### src/rtl/audio_capture_recorder_pkg.sv
// Shared audio types and widths for the capture and playback paths.
// Package audio_pkg: recorder state encoding and the stored sample layout.
package audio_pkg;

    localparam int AUDIO_ADDR_W  = 14;
    localparam int AUDIO_DATA_W  = 6;
    localparam int AUDIO_CODEC_W = 32;

    typedef enum logic [1:0] {
        IDLE,
        ARMED,
        RECORD,
        DONE
    } audio_state_t;

endpackage

### src/rtl/audio_capture_recorder_if.sv
// Audio_Controller input FIFO handshake plus the sample RAM write port.
// master = recorder side, slave = codec FIFO / RAM side.
interface audio_capture_recorder_if
    import audio_pkg::*;
#(
    parameter int ADDR_W = AUDIO_ADDR_W,
    parameter int DATA_W = AUDIO_DATA_W
);

    logic                     audio_in_available;
    logic [AUDIO_CODEC_W-1:0] left_channel_audio_in;
    logic [AUDIO_CODEC_W-1:0] right_channel_audio_in;
    logic                     read_audio_in;
    logic [ADDR_W-1:0]        wr_addr;
    logic [DATA_W-1:0]        wr_data;
    logic                     wren;

    modport master (
        input  audio_in_available,
        input  left_channel_audio_in,
        input  right_channel_audio_in,
        output read_audio_in,
        output wr_addr,
        output wr_data,
        output wren
    );

    modport slave (
        output audio_in_available,
        output left_channel_audio_in,
        output right_channel_audio_in,
        input  read_audio_in,
        input  wr_addr,
        input  wr_data,
        input  wren
    );

endinterface

### src/rtl/audio_capture_recorder_mixer.sv
// Stereo-to-mono mix and truncation to the stored sample width.
// Magnitude output exists only with AUDIO_CAPTURE_VOICE_TRIGGER_EN.
module audio_sample_mixer
    import audio_pkg::*;
#(
    parameter int DATA_W = AUDIO_DATA_W
)(
    input  logic [AUDIO_CODEC_W-1:0] left,
    input  logic [AUDIO_CODEC_W-1:0] right,
    output logic [DATA_W-1:0]        sample
`ifdef AUDIO_CAPTURE_VOICE_TRIGGER_EN
    ,
    output logic [DATA_W-1:0]        mag
`endif
);

    logic signed [AUDIO_CODEC_W-1:0] l_s;
    logic signed [AUDIO_CODEC_W-1:0] r_s;
    logic signed [AUDIO_CODEC_W-1:0] mix;

    assign l_s = left;
    assign r_s = right;
    // halving each channel first keeps the sum inside 32 bits
    assign mix = (l_s >>> 1) + (r_s >>> 1);
    assign sample = DATA_W'(mix >>> (AUDIO_CODEC_W - DATA_W));

`ifdef AUDIO_CAPTURE_VOICE_TRIGGER_EN
    localparam logic [DATA_W-1:0] S_MIN = {1'b1, {(DATA_W-1){1'b0}}};

    always_comb begin
        mag = sample;
        if (sample == S_MIN)
            mag = ~S_MIN;
        else if (sample[DATA_W-1])
            mag = -sample;
    end
`endif

endmodule

### src/rtl/audio_capture_recorder.sv
// Microphone capture into a 2**ADDR_W x DATA_W sample RAM.
// Voice-triggered arming is enabled by AUDIO_CAPTURE_VOICE_TRIGGER_EN.
module audio_capture_recorder
    import audio_pkg::*;
#(
    parameter int ADDR_W = AUDIO_ADDR_W,
    parameter int DATA_W = AUDIO_DATA_W,
    parameter int DECIM  = 1
`ifdef AUDIO_CAPTURE_VOICE_TRIGGER_EN
    ,
    parameter logic [DATA_W-1:0] THRESH = 6'd8
`endif
)(
    input  logic                      CLOCK_50,
    input  logic                      resetn,
    input  logic                      start,
    input  logic                      stop,
    audio_capture_recorder_if.master  aud,
    output logic                      busy,
    output logic                      done,
    output logic [ADDR_W:0]           rec_len
);

    localparam logic [7:0] DEC_LAST = 8'(DECIM - 1);

`ifdef AUDIO_CAPTURE_VOICE_TRIGGER_EN
    localparam audio_state_t ENTRY = ARMED;
`else
    localparam audio_state_t ENTRY = RECORD;
`endif

    audio_state_t      state;
    audio_state_t      state_n;
    logic [ADDR_W-1:0] addr_q;
    logic [ADDR_W-1:0] addr_n;
    logic [ADDR_W:0]   len_q;
    logic [ADDR_W:0]   len_n;
    logic [7:0]        dcnt_q;
    logic [7:0]        dcnt_n;
    logic              wren_q;
    logic              wren_n;
    logic [DATA_W-1:0] data_q;
    logic [DATA_W-1:0] data_n;
    logic [DATA_W-1:0] sample;
    logic              last;
    logic              full;
    logic              avail;

`ifdef AUDIO_CAPTURE_VOICE_TRIGGER_EN
    logic [DATA_W-1:0] mag;
`endif

    audio_sample_mixer #(
        .DATA_W (DATA_W)
    ) u_mix (
        .left   (aud.left_channel_audio_in),
        .right  (aud.right_channel_audio_in),
        .sample (sample)
`ifdef AUDIO_CAPTURE_VOICE_TRIGGER_EN
        ,
        .mag    (mag)
`endif
    );

    assign avail = aud.audio_in_available;
    assign last  = (addr_q == '1);
    // in-flight write to the top address ends the recording
    assign full  = wren_q && last;

    always_comb begin
        state_n = state;
        addr_n  = addr_q;
        len_n   = len_q;
        dcnt_n  = dcnt_q;
        wren_n  = 1'b0;
        data_n  = data_q;

        if (wren_q) begin
            len_n = len_q + 1'b1;
            if (!last)
                addr_n = addr_q + 1'b1;
        end

        unique case (state)
            IDLE, DONE: begin
                if (start) begin
                    state_n = ENTRY;
                    addr_n  = '0;
                    len_n   = '0;
                    dcnt_n  = '0;
                end
            end
`ifdef AUDIO_CAPTURE_VOICE_TRIGGER_EN
            ARMED: begin
                if (stop) begin
                    state_n = DONE;
                end else if (avail && mag >= THRESH) begin
                    state_n = RECORD;
                    wren_n  = 1'b1;
                    data_n  = sample;
                    dcnt_n  = (DEC_LAST == 8'd0) ? 8'd0 : 8'd1;
                end
            end
`endif
            RECORD: begin
                if (avail && !full) begin
                    if (dcnt_q == 8'd0) begin
                        wren_n = 1'b1;
                        data_n = sample;
                    end
                    dcnt_n = (dcnt_q == DEC_LAST) ? 8'd0 : dcnt_q + 8'd1;
                end
                if (stop || full)
                    state_n = DONE;
            end
            default: state_n = IDLE;
        endcase
    end

    always_ff @(posedge CLOCK_50 or negedge resetn) begin
        if (!resetn) begin
            state  <= IDLE;
            addr_q <= '0;
            len_q  <= '0;
            dcnt_q <= '0;
            wren_q <= 1'b0;
            data_q <= '0;
        end else begin
            state  <= state_n;
            addr_q <= addr_n;
            len_q  <= len_n;
            dcnt_q <= dcnt_n;
            wren_q <= wren_n;
            data_q <= data_n;
        end
    end

    assign aud.read_audio_in = avail;
    assign aud.wr_addr       = addr_q;
    assign aud.wr_data       = data_q;
    assign aud.wren          = wren_q;
    assign busy    = (state == ARMED) || (state == RECORD);
    assign done    = (state == DONE);
    assign rec_len = len_q;

endmodule

### src/flat_wrapper.sv
// flat-port wrapper written by rule: the top's interface ports become plain ports
module audio_capture_recorder_flat import audio_pkg::*;
#(
    parameter int ADDR_W = AUDIO_ADDR_W,
    parameter int DATA_W = AUDIO_DATA_W,
    parameter int DECIM  = 1

)
  (CLOCK_50, resetn, start, stop, busy, done, rec_len, aud_audio_in_available, aud_left_channel_audio_in, aud_right_channel_audio_in, aud_read_audio_in, aud_wr_addr, aud_wr_data, aud_wren);
  audio_capture_recorder_if #(.ADDR_W(ADDR_W), .DATA_W(DATA_W)) aud_i ();
  input  logic CLOCK_50;
  input  logic resetn;
  input  logic start;
  input  logic stop;
  output logic busy;
  output logic done;
  output logic [ADDR_W:0] rec_len;
  input wire logic [$bits(aud_i.audio_in_available)-1:0] aud_audio_in_available;
  input wire logic [$bits(aud_i.left_channel_audio_in)-1:0] aud_left_channel_audio_in;
  input wire logic [$bits(aud_i.right_channel_audio_in)-1:0] aud_right_channel_audio_in;
  output wire logic [$bits(aud_i.read_audio_in)-1:0] aud_read_audio_in;
  output wire logic [$bits(aud_i.wr_addr)-1:0] aud_wr_addr;
  output wire logic [$bits(aud_i.wr_data)-1:0] aud_wr_data;
  output wire logic [$bits(aud_i.wren)-1:0] aud_wren;
  assign aud_i.audio_in_available = aud_audio_in_available;
  assign aud_i.left_channel_audio_in = aud_left_channel_audio_in;
  assign aud_i.right_channel_audio_in = aud_right_channel_audio_in;
  assign aud_read_audio_in = aud_i.read_audio_in;
  assign aud_wr_addr = aud_i.wr_addr;
  assign aud_wr_data = aud_i.wr_data;
  assign aud_wren = aud_i.wren;
  audio_capture_recorder #(.ADDR_W(ADDR_W), .DATA_W(DATA_W), .DECIM(DECIM)) u_core (.CLOCK_50(CLOCK_50), .resetn(resetn), .start(start), .stop(stop), .aud(aud_i), .busy(busy), .done(done), .rec_len(rec_len));
endmodule
### config.mk
export PLATFORM = sky130hd
export DESIGN_NAME = audio_capture_recorder_flat
export DESIGN_NICKNAME = d
export VERILOG_FILES = /design/src/rtl/audio_capture_recorder_pkg.sv /design/src/rtl/audio_capture_recorder_if.sv /design/src/rtl/audio_capture_recorder_mixer.sv /design/src/rtl/audio_capture_recorder.sv /design/src/flat_wrapper.sv
export SDC_FILE = /design/constraint.sdc
export NUM_CORES = 1
export LEC_CHECK = 0
export BUFFER_PORTS_ARGS = -buffer_cell sky130_fd_sc_hd__buf_2
export CORE_AREA = 3 3 98 91
export DETAILED_ROUTE_END_ITERATION = 12
export DIE_AREA = 0 0 101 94
export PLACE_DENSITY_LB_ADDON = 0.2
export SYNTH_ARGS = -nofsm -noshare
export SYNTH_HDL_FRONTEND = slang
export SYNTH_HIERARCHICAL = 1
export SYNTH_SLANG_ARGS = --single-unit
### constraint.sdc
create_clock -name CLOCK_50 -period 2.6 [get_ports CLOCK_50]
set_input_delay 0.26 -clock CLOCK_50 [delete_from_list [all_inputs] [get_ports CLOCK_50]]
set_output_delay 0.26 -clock CLOCK_50 [all_outputs]
set_load 0.1 [all_outputs]
=== After elaboration in Yosys (flattened, before gate mapping) ===
Cells that the tools add are included.

* Bits of input ports: 69
* Output and inout bits: 39
* Bits in registers: 46

* Equal/unequal tests: 7
* Reductions and logical operators: 12
* Muxes and demuxes: 17
* Add/sub/neg operators: 4

{| class="wikitable"
|+ Operators by type and width
! operator !! count
|-
| 2-to-1 mux 14 bit || 4
|-
| 2-to-1 mux 15 bit || 3
|-
| adder 31 x 31 -> 32 bit || 1
|-
| 2-to-1 mux 8 bit || 3
|-
| one-hot mux 8 bit (2 select lines) || 1
|-
| adder 15 x 1 -> 15 bit (second input constant) || 1
|-
| adder 14 x 1 -> 14 bit (second input constant) || 1
|-
| equality test 14 bit (second input constant) || 1
|-
| adder 8 x 1 -> 8 bit (second input constant) || 1
|-
| zero test 8 bit || 1
|-
| AND reduction 3 bit || 2
|-
| equality test 2 bit (second input constant) || 2
|-
| 2-to-1 mux 2 bit || 2
|-
| != test 2 x 1 -> 1 bit (second input constant) || 2
|-
| one-hot mux 2 bit (2 select lines) || 1
|-
| 2-to-1 mux 1 bit || 3
|-
| equality test 2 x 1 -> 1 bit (second input constant) || 1
|-
| logical AND 1 bit || 2
|-
| zero test 2 bit || 1
|-
| logical OR 1 bit || 2
|-
| != test 2 bit (second input constant) || 1
|-
| AND reduction 2 bit || 1
|-
| nonzero test 2 bit || 1
|-
| OR reduction 2 bit || 1
|-
| zero test 1 bit || 1
|}

=== Longest topological paths before layout ===
Gate-level depths: netlist of the first run.

* Depth in word-level cells: 6
* Depth in mapped cells: 9
* Gate-level depth less buffers: 8

=== Cells and area by module ===
The synthesis of the first run kept the hierarchy.

{| class="wikitable"
|+ By module, submodules not included
! module !! area an instance (µm²) !! cells an instance !! times used
|-
| audio_capture_recorder || 2437.3 || 237 || 1
|-
| audio_sample_mixer || 1134.8 || 157 || 1
|}

=== Least setup slack after synthesis of the first run ===
OpenSTA, ideal clock, no wires.

* Path type: reg-to-reg
* Start point: register u_core.addr_q[0], in the netlist u_core/aud.wr_addr[0]
* End point: register u_core.addr_q[1], in the netlist u_core/aud.wr_addr[1]
* Period minus slack after synthesis: 2.589 ns
* Cell stages (with the launch flop): 6
* Path slack: 0.011 ns
* Required time: 2.468 ns
* Arrival: 2.457 ns
* Setup time: 0.132 ns
* Path through: dfrtp_1 -> ha_1 -> nand4_2 -> o41ai_1 -> mux2i_1 -> nor2_1

* Cells in the longest elaborated chain, start to end: 5
* Elaborated cells on any way between the ends: 6
* Classes of those cells: add/sub (1); eq/ne (1); mux (4)

{| class="wikitable"
|+ Ends and longest elaborated chain
! element !! line !! text
|-
| from (decl) || audio_capture_recorder.sv:34 || <nowiki>logic [ADDR_W-1:0] addr_q;</nowiki>
|-
| from (signal assigned) || audio_capture_recorder.sv:130 || <nowiki>addr_q <= addr_n;</nowiki>
|-
| adder 14 x 1 -> 14 bit or equality test 14 bit (tied branches) || audio_capture_recorder.sv:81, audio_capture_recorder.sv:66 ||
|-
| 2-to-1 mux 14 bit * || audio_capture_recorder.sv:80 || <nowiki>if (!last)</nowiki>
|-
| 2-to-1 mux 14 bit * || audio_capture_recorder.sv:78 || <nowiki>if (wren_q) begin</nowiki>
|-
| 2-to-1 mux 14 bit || audio_capture_recorder.sv:86 || <nowiki>if (start) begin</nowiki>
|-
| 2-to-1 mux 14 bit * || audio_capture_recorder.sv:84 || <nowiki>unique case (state)</nowiki>
|-
| named net u_core.addr_n[1] || audio_capture_recorder.sv:35 || <nowiki>logic [ADDR_W-1:0] addr_n;</nowiki>
|}

The timed path passes the listed nets; every way through them passes the cells marked *.
A chain may end at the register's enable or synchronous reset.

=== Worst setup path in the final report of the first run ===
* Start point: input aud_left_channel_audio_in[26]
* End point: register u_core.data_q[2], in the netlist u_core/aud.wr_data[2]

* Cells in the longest elaborated chain, start to end: 1

{| class="wikitable"
|+ Ends and longest elaborated chain
! element !! line !! text
|-
| from (decl) || flat_wrapper.sv:19 || <nowiki>input wire logic [$bits(aud_i.left_channel_audio_in)-1:0] aud_left_channel_audio_in;</nowiki>
|-
| adder 31 x 31 -> 32 bit || audio_capture_recorder_mixer.sv:24 || <nowiki>assign mix = (l_s >>> 1) + (r_s >>> 1);</nowiki>
|-
| named net u_core.sample[2] || audio_capture_recorder.sv:44 || <nowiki>logic [DATA_W-1:0] sample;</nowiki>
|-
| to (signal assigned) || audio_capture_recorder.sv:134 || <nowiki>data_q <= data_n;</nowiki>
|-
| to (decl) || audio_capture_recorder.sv:42 || <nowiki>logic [DATA_W-1:0] data_q;</nowiki>
|}

The timed path passes the listed nets, and every way through them passes these cells.

==> results.md, run 1 <==
* Status: finished, final reports clean
* Ranking of synthesized cells by area: dfrtp_1 (32%), ha_1 (13%), a21oi_1 (4.8%)
* Cell Int Power at 1.48 mW
* Synthesized area at between 3000 and 4000 um^2
* Power density cells at 728 nW/um^2
* Antenna cell count at 0
* # nets final at a little over 600
* Via count at 3,510
* Flop pwr share at 31.3%
* Share of cells above drive strength 1 at 28.0%
* Max-slew violations at 0
* Sw frac at 53.0%
* Core area at 7990 um^2
* Initial antenna violation count at 0
* Ports at 108
* Clock group share of total power at between 10% and 20%
* Port Buffers at between 100 and 150
* Post-CTS sizing at 0
* DRT iter0 DRCs at 103
* Most Frequent Cell on Critical Path: nand4_1
* Crit path kind: primary input to register
* Max-cap check violation count at 0
* Total power at 3.14 mW
* # setup viols final at 0
* Die width at 101 um
* Area Growth Syn to Fin at 20.8%
* Final Hold Viols at 0
* Leak at roughly 2.1 nW
* Flops & latches, synth at 46
* Wirelength per Cell at 14.7 um
* Clock Latency Late Sink at 0.30 ns
* Period minus WS final at around 2.1 ns
* Clk_skew at 0.00680 ns
* Routability congestion estimate at ~0.9
* Number of flops mapped to enable cells by yosys at 0
* Routed Antenna Nets at 0
* Final instance area at 4310 um^2
* Cell variety after synth at 61
* Total setup buffers inserted after CTS at 0
* Ys Warns at 6
* CP peak stage delay at 0.40 ns
* Congestion Overflow GR at 0
* Total track usage at a little under a fifth
* Seq/Total Area, Yosys at 32.2%
* Drt total wl at a little under 9 mm
* CP startpoint kind: primary input
* Via/cell ratio at 5.82
* Required @ worst endpoint at 2.79 ns
* Worst R2R Path Depth at 5
* Setup TNS Final at 0 ns
* Largest net degree at the start of global routing at between 40 and 50
* CP Cell Sequence: buf_2 > ha_1 > nand4_1 > nor4_1 > buf_4 > nand4_1 > a21oi_2 > nand4_1 > and3_1 > mux2_2
* Worst r2r src: u_core/aud.wr_addr[0]
* Mean area per synthesized cell at approximately 9 um^2
* TritonCTS clock tree: yes
* CP top delay family: simple AND/OR/NAND/NOR gates
* Peak Freq at ~0.47 GHz
* Clock Tree Root: clkbuf_8
* Share of the synthesized area in the top cell type at 32.2%
* CP Max Fanout at 7
* Pin slew with the least headroom to its limit at 1.01 ns
* Slowest-stage cell, CP: ha_1
* HPWL Detailed at 6.91 mm
* Combinational share of power at 55.4%
* Starting Density at 44.7%
* Syn Inst Count at 394
* CTS clk-pin slew, worst paths at approximately 0.09 ns
* Post-synth top area cell: dfrtp_1
* Final Cycle Share at 82.4%
* Initial DRT Pass Iterations at 4
* Die extent in y at 94 um
* Slew HR at 32.9%
* First-pass GRT wire length at 14.5 mm
* Maximum VDD drop at between 0.6 and 0.7 mV
* CP arrival at 2.33 ns
* Min-Delay Path Class: primary input to asynchronous set/reset pin
* Worst Path Buf+Inv at 2
* Setup slack, reg-to-reg at ~0.46 ns
* CTS Buffer Depth at 2
* Prevailing post-synth register cell: dfrtp_1
* Sw Pwr at 1.66 mW
* Synth async-reset ratio at 100%
* TritonCTS Buffers at 5
* Vias in the first global route at 3,254
* Die ar. at 9490 um^2
* Drt drc at 0
* Placed Area at 4240 um^2
* Worst setup EP type: register
* Crit Reg-Reg Endpoint: u_core/aud.wr_data[1]
* # fillers at 793
* H-tree levels at 2
* Std-Cell Rows at 31
* RSZ-0062 raised after global routing: no
* CTS Sinks at 46
* Syn Nets at 500
* Hold_buf cts at 0
## layout by cell type, fill, tap and decap left out, types with 2 or more instances in the layout
cell,Yosys,final
or2_2,3,3
clkbuf_8,0,5
a211oi_1,2,2
a221oi_1,2,2
nand2b_1,3,3
nand4_1,15,15
nand2_1,27,27
nor3_1,9,9
a21o_1,7,7
o311ai_0,5,5
ha_1,37,37
o31ai_1,12,12
buf_2,4,105
nand3_1,14,14
xnor2_1,8,8
inv_1,15,15
or3_1,9,9
or4_1,6,6
and2_1,3,3
nor4_4,2,2
and4_1,5,5
nor2_1,25,25
o21a_1,6,6
dfrtp_1,46,46
buf_4,1,8
nor2b_1,5,5
nor4_1,7,7
o211ai_1,2,2
mux2i_1,5,5
o21ai_0,27,27
mux2_2,7,7
clkinv_2,0,2
xor2_1,6,6
and3_1,3,3
a21oi_1,34,34
## worst max-delay path by stage
stage	startpoint	to	slack [ns]	cells after the start
floorplan	u_core/aud.wr_addr[0]	u_core/aud.wr_addr[1]	0.01	5
global placement	aud_left_channel_audio_in[26]	u_core/aud.wr_data[5]	0.21	9
detailed placement	aud_left_channel_audio_in[26]	u_core/aud.wr_data[2]	0.20	10
CTS	u_core/aud.wr_addr[0]	u_core/dcnt_q[0]	0.45	5
global route	u_core/aud.wr_addr[0]	u_core/dcnt_q[5]	0.30	5
finish	aud_left_channel_audio_in[26]	u_core/aud.wr_data[2]	0.46	10
## registers in the layout, summed over array words and instances, names as in the netlist
name,flops
u_core/dcnt_q,8
u_core/aud.wr_addr,14
u_core/rec_len,15
u_core/state,2
u_core/aud.wr_data,6
u_core/aud.wren,1
## metal layers
metal | global-route usage, % | up-vias | wire, um
li1 | - | 1734 | -
met1 | 26.5 | 1669 | 4160
met2 | 29.4 | 102 | 4170
met3 | 2.90 | 5 | 477
met4 | 4.10 | 0 | 46
met5 | 0 | - | 0
## worst register-to-register path, stage by stage, from the launching register on
cell,delay [ns]
dfrtp_1,0.47
ha_1,0.27
nand4_2,0.30
o41ai_4,0.52
nor2_2,0.17
mux2_2,0.31
## Yosys cell counts, drive strengths merged (6+ instances only)
master / count
dfrtp: 46
ha: 37
a21oi: 35
nand2: 27
o21ai: 27
nor2: 26
nand4: 17
inv: 15
nand3: 14
o31ai: 12
nor3: 9
nor4: 9
or3: 9
xnor2: 8
a21o: 7
mux2: 7
o21a: 6
or4: 6
xor2: 6
## logic make-up after synthesis
| kind of cell | after synthesis | share of synthesized area [%] |
|---|---|---|
| simple gates | 144 | 23.2 |
| compound gates | 116 | 21.8 |
| flops | 46 | 32.2 |
| fa+ha+maj | 37 | 13.0 |
| buf+inv | 25 | 2.87 |
| xor+xnor | 14 | 3.43 |
| mux | 12 | 3.61 |
## cell type report
class / instances / area [um^2] / area share (%)
Clock buffer: 5 / 68.8 / 1.60
Clock inverter: 2 / 10.0 / 0.232
Inverter: 15 / 56.3 / 1.31
Multi-Input combinational cell: 323 / 2320 / 53.7
Sequential cell: 46 / 1150 / 26.7
Tap cell: 99 / 124 / 2.87
Timing Repair Buffer: 113 / 586 / 13.6
## through the flow
step	setup WS [ns]	util (%)	hold slack, ns	std cells
final	0.457	54.0	0.129	603
after global routing	0.298	54.0	0.211	603
after CTS	0.447	54.0	0.170	603
after detailed placement	0.201	53.0	0.473	596
after global placement	0.215	53.0	0.465	596
after floorplan	0.0112	-	-0.0356	394
## power groups by stage
stage | combinational, mW | sequential (mW) | clock [mW]
floorplan | 0.783 | 1.59 | 0
global placement | 1.71 | 0.992 | 0
detailed placement | 1.74 | 0.997 | 0
CTS | 1.74 | 0.984 | 0.433
global route | 1.86 | 1.01 | 0.462
finish | 1.74 | 0.982 | 0.418
Note: power is estimated with default switching activity, not from simulation.
==> run 2, diff against run 1 <==
- ABC_AREA: unset -> 1
- CORE_AREA: 3 3 98 91 -> 3 3 109 101
- DIE_AREA: 0 0 101 94 -> 0 0 112 104
- clock period: 2.6 -> 1.91 ns (I/O delays scaled with it)
==> run 2 against run 1 <==
Against the previous run:
- global-route usage shrank 0.44 points
- sequential share of layout area shrank 4.5 points
- synthesized cell count grew 87%
- non-clock buffer count shrank 2
- final cell count grew 62%
- clock skew grew 0.0025 ns
- worst setup slack lost 0.33 ns
- largest cell class unchanged
==> results.md, run 2 <==
* # nets final at 954 (+56%)
* Worst setup EP type: output port
* Max-slew violations at 0 (unchanged)
* Initial DRT Pass Iterations at 4 (unchanged)
* Top cells by count, synth: nand2_1 (275), inv_1 (115), nor2_1 (76), dfrtp_1 (46), nand3_1 (43)
* Congestion Overflow GR at 0 (unchanged)
* Maximum VDD drop at 1.10 mV (+61%)
* FF+latch area at 1180 um^2 (+2.2%)
* Area Growth Syn to Fin at 19.9%
* Crit path kind: register to output port
* CP startpoint kind: register
* Period minus WS final at 1.78 ns
* Placed instance count at 969 (+63%)
* Required @ worst endpoint at 1.72 ns (-1.07 ns)
* CTS clk-pin slew, worst paths at 0.09 ns (about the same)
* Final instance area at 5310 um^2 (+23%)
* Largest register FFs at 15 (unchanged)
* Ranking of synthesized cells by area: dfrtp_1 (26%), nand2_1 (23%), ha_1 (10%)
* Most common cell after layout, fill and taps aside: nand2_1
* Area of the multi-input gates at 2780 um^2 (+20%)
* Count leader, synth: nand2_1
* Worst R2R Path Depth at 11 (+6)
* Worst r2r src: u_core/aud.wr_addr[0]
* Status: finished, final reports clean
* Total track usage at 18.1% (-0.44 points)
* DRT iter0 DRCs at 199 (+93%)
* Initial antenna violation count at 0 (unchanged)
* Clock Latency Late Sink at 0.30 ns (about the same)
* RSZ-0062 raised after global routing: no
* Slew HR at 67.0% (+34 points)
* TritonCTS clock tree: yes
* Min-Delay Path Class: primary input to register
* Setup slack, reg-to-reg at 0.19 ns (-0.27 ns)
* Pin slew with the least headroom to its limit at 0.498 ns (-0.508 ns)
* Die ar. at 11,600 um^2 (+23%)
* TritonCTS Buffers at 5 (unchanged)
* CP Max Fanout at 4 (-3)
* Final Cycle Share at approximately 93%
* Antenna cell count at 0 (unchanged)
* CTS Buffer Depth at 2 (unchanged)
* Ports at 108 (unchanged)
* Number of flops mapped to enable cells by yosys at 0 (unchanged)
* Total setup buffers inserted after CTS at 0 (unchanged)
* Via count at 4,664 (+33%)
* Synth async-reset ratio at 100% (unchanged)
* Share of the synthesized area in the top cell type at 26.0% (-6.2 points)
* Core area at 10,000 um^2 (+26%)
* H-tree levels at 2 (unchanged)
* Prevailing post-synth register cell: dfrtp_1
* HPWL Detailed at 8.78 mm (+27%)
* Port Buffers at 105 (unchanged)
* Routed Antenna Nets at 0 (unchanged)
* Max-cap check violation count at 0 (unchanged)
* Final Hold Viols at 0 (unchanged)
* Largest net degree at the start of global routing at 28 (-40%)
* Drt total wl at 10.6 mm (+20%)
* Die width at 112 um (+11%)
* Beginning of the critical path: u_core/state[0]
* Vias in the first global route at 4,173 (+28%)
* Power density cells at 948 nW/um^2 (+30%)
* Cell variety after synth at 31 (-49%)
* Flops & latches, synth at 46 (unchanged)
* CP arrival at 1.59 ns (-0.74 ns)
* Post-route insts no fill at 978 (+62%)
* Most frequent cells in the layout: nand2_1 (275), inv_1 (113), buf_2 (105)
* Syn Inst Count at 735 (+87%)
* Drt drc at 0 (unchanged)
* Syn Nets at 841 (+68%)
* First-pass GRT wire length at 18.2 mm (+26%)
* Worst setup path end: busy
* Wirelength per Cell at 10.9 um (-26%)
* Std-Cell Rows at 35 (+13%)
* Via/cell ratio at 4.77 (-18%)
* Hold path depth at 2
* Share of cells above drive strength 1 at 20.5% (-7.5 points)
* Ys Warns at 6 (unchanged)
* Seq/Total Area, Yosys at 26.0% (-6.2 points)
* Clock Tree Root: clkbuf_8
* Leak at 3.10 nW (+50%)
* Starting Density at 44.1% (-0.59 points)
* Post-synth top area cell: dfrtp_1
* CTS Sinks at 46 (unchanged)
* Placed Area at 5190 um^2 (+22%)
* # setup viols final at 0 (unchanged)
* Crit Reg-Reg Endpoint: u_core/dcnt_q[1]
* Peak Freq at 0.562 GHz
* Clk_skew at 0.00934 ns (+0.00254 ns)
* Die extent in y at 104 um (+11%)
* Routability congestion estimate at 0.856 (-2.7%)
* # fillers at 1,026 (+29%)
* Mean area per synthesized cell at 6.02 um^2 (-34%)
* Synthesized area at 4420 um^2 (+24%)
-- run 2: through the flow --
stage | hold WS [ns] | utilization, % | setup WS, ns | TNS (ns) | power [mW]
after floorplan | -0.105 | - | -0.0104 | -0.0763 | 3.72
after global placement | 0.179 | 51.7 | 0.156 | 0 | 4.33
after detailed placement | 0.183 | 51.7 | 0.147 | 0 | 4.36
after CTS | 0.151 | 52.9 | 0.121 | 0 | 5.07
after global routing | 0.172 | 52.9 | 0.0478 | 0 | 5.38
final | 0.152 | 52.9 | 0.132 | 0 | 5.03
-- run 2: cell families (layout without fill, tap and decap cells) --
family | after synthesis | in the layout | synth area share [%]
simple gates | 447 | 447 | 42.8
xor+xnor | 5 | 5 | 0.990
flops | 46 | 46 | 26.0
compound gates | 65 | 65 | 8.09
buf+inv | 135 | 249 | 11.6
fa+ha+maj | 37 | 37 | 10.5
-- run 2: area by class of cell --
class / count / share of cell area, %
multi-input combinational: 554 / 52.4
sequential: 46 / 22.2
timing repair buffer: 111 / 11.0
inverter: 130 / 9.27
tap: 129 / 3.04
clock buffer: 8 / 2.07
-- run 2: worst min-delay path by stage --
stage            from                     end
3_3_place_gp   resetn  u_core/aud.wr_addr[11]
6_report        start   u_core/aud.wr_addr[6]
4_1_cts         start   u_core/aud.wr_addr[4]
2_1_floorplan  resetn  u_core/aud.wr_addr[10]
5_1_grt         start   u_core/aud.wr_addr[6]
3_5_place_dp   resetn  u_core/aud.wr_addr[11]
-- run 2: repair_timing --
| item | 4_1_cts | 5_1_grt |
|---|---|---|
| hold buffers | 1 | 0 |
| resized for setup | 0 | 0 |
| endpoints found under the hold margin | 19 | 0 |
| endpoints found under the setup margin | 0 | 0 |
-- run 2: critical path, cell delays in order (launching register included) --
cell	delay (ns)
dfrtp_1	0.41
inv_2	0.09
ha_4	0.22
clkinvlp_4	0.12
buf_2	0.44
-- run 2: routing by layer --
layer,routed length [um],GRT usage [%],up-vias,part of all wire (%)
met1,5500,26.9,2046,52
li1,-,-,2515,-
met2,4520,28.2,98,42
met4,52,2.83,0,0.49
met3,566,2.85,5,5.3
met5,0,0,-,0
-- run 2: power by group --
part	internal [mW]	switching, mW
clock network	0.366	0.325
logic	0.696	2.33
registers	1.15	0.165
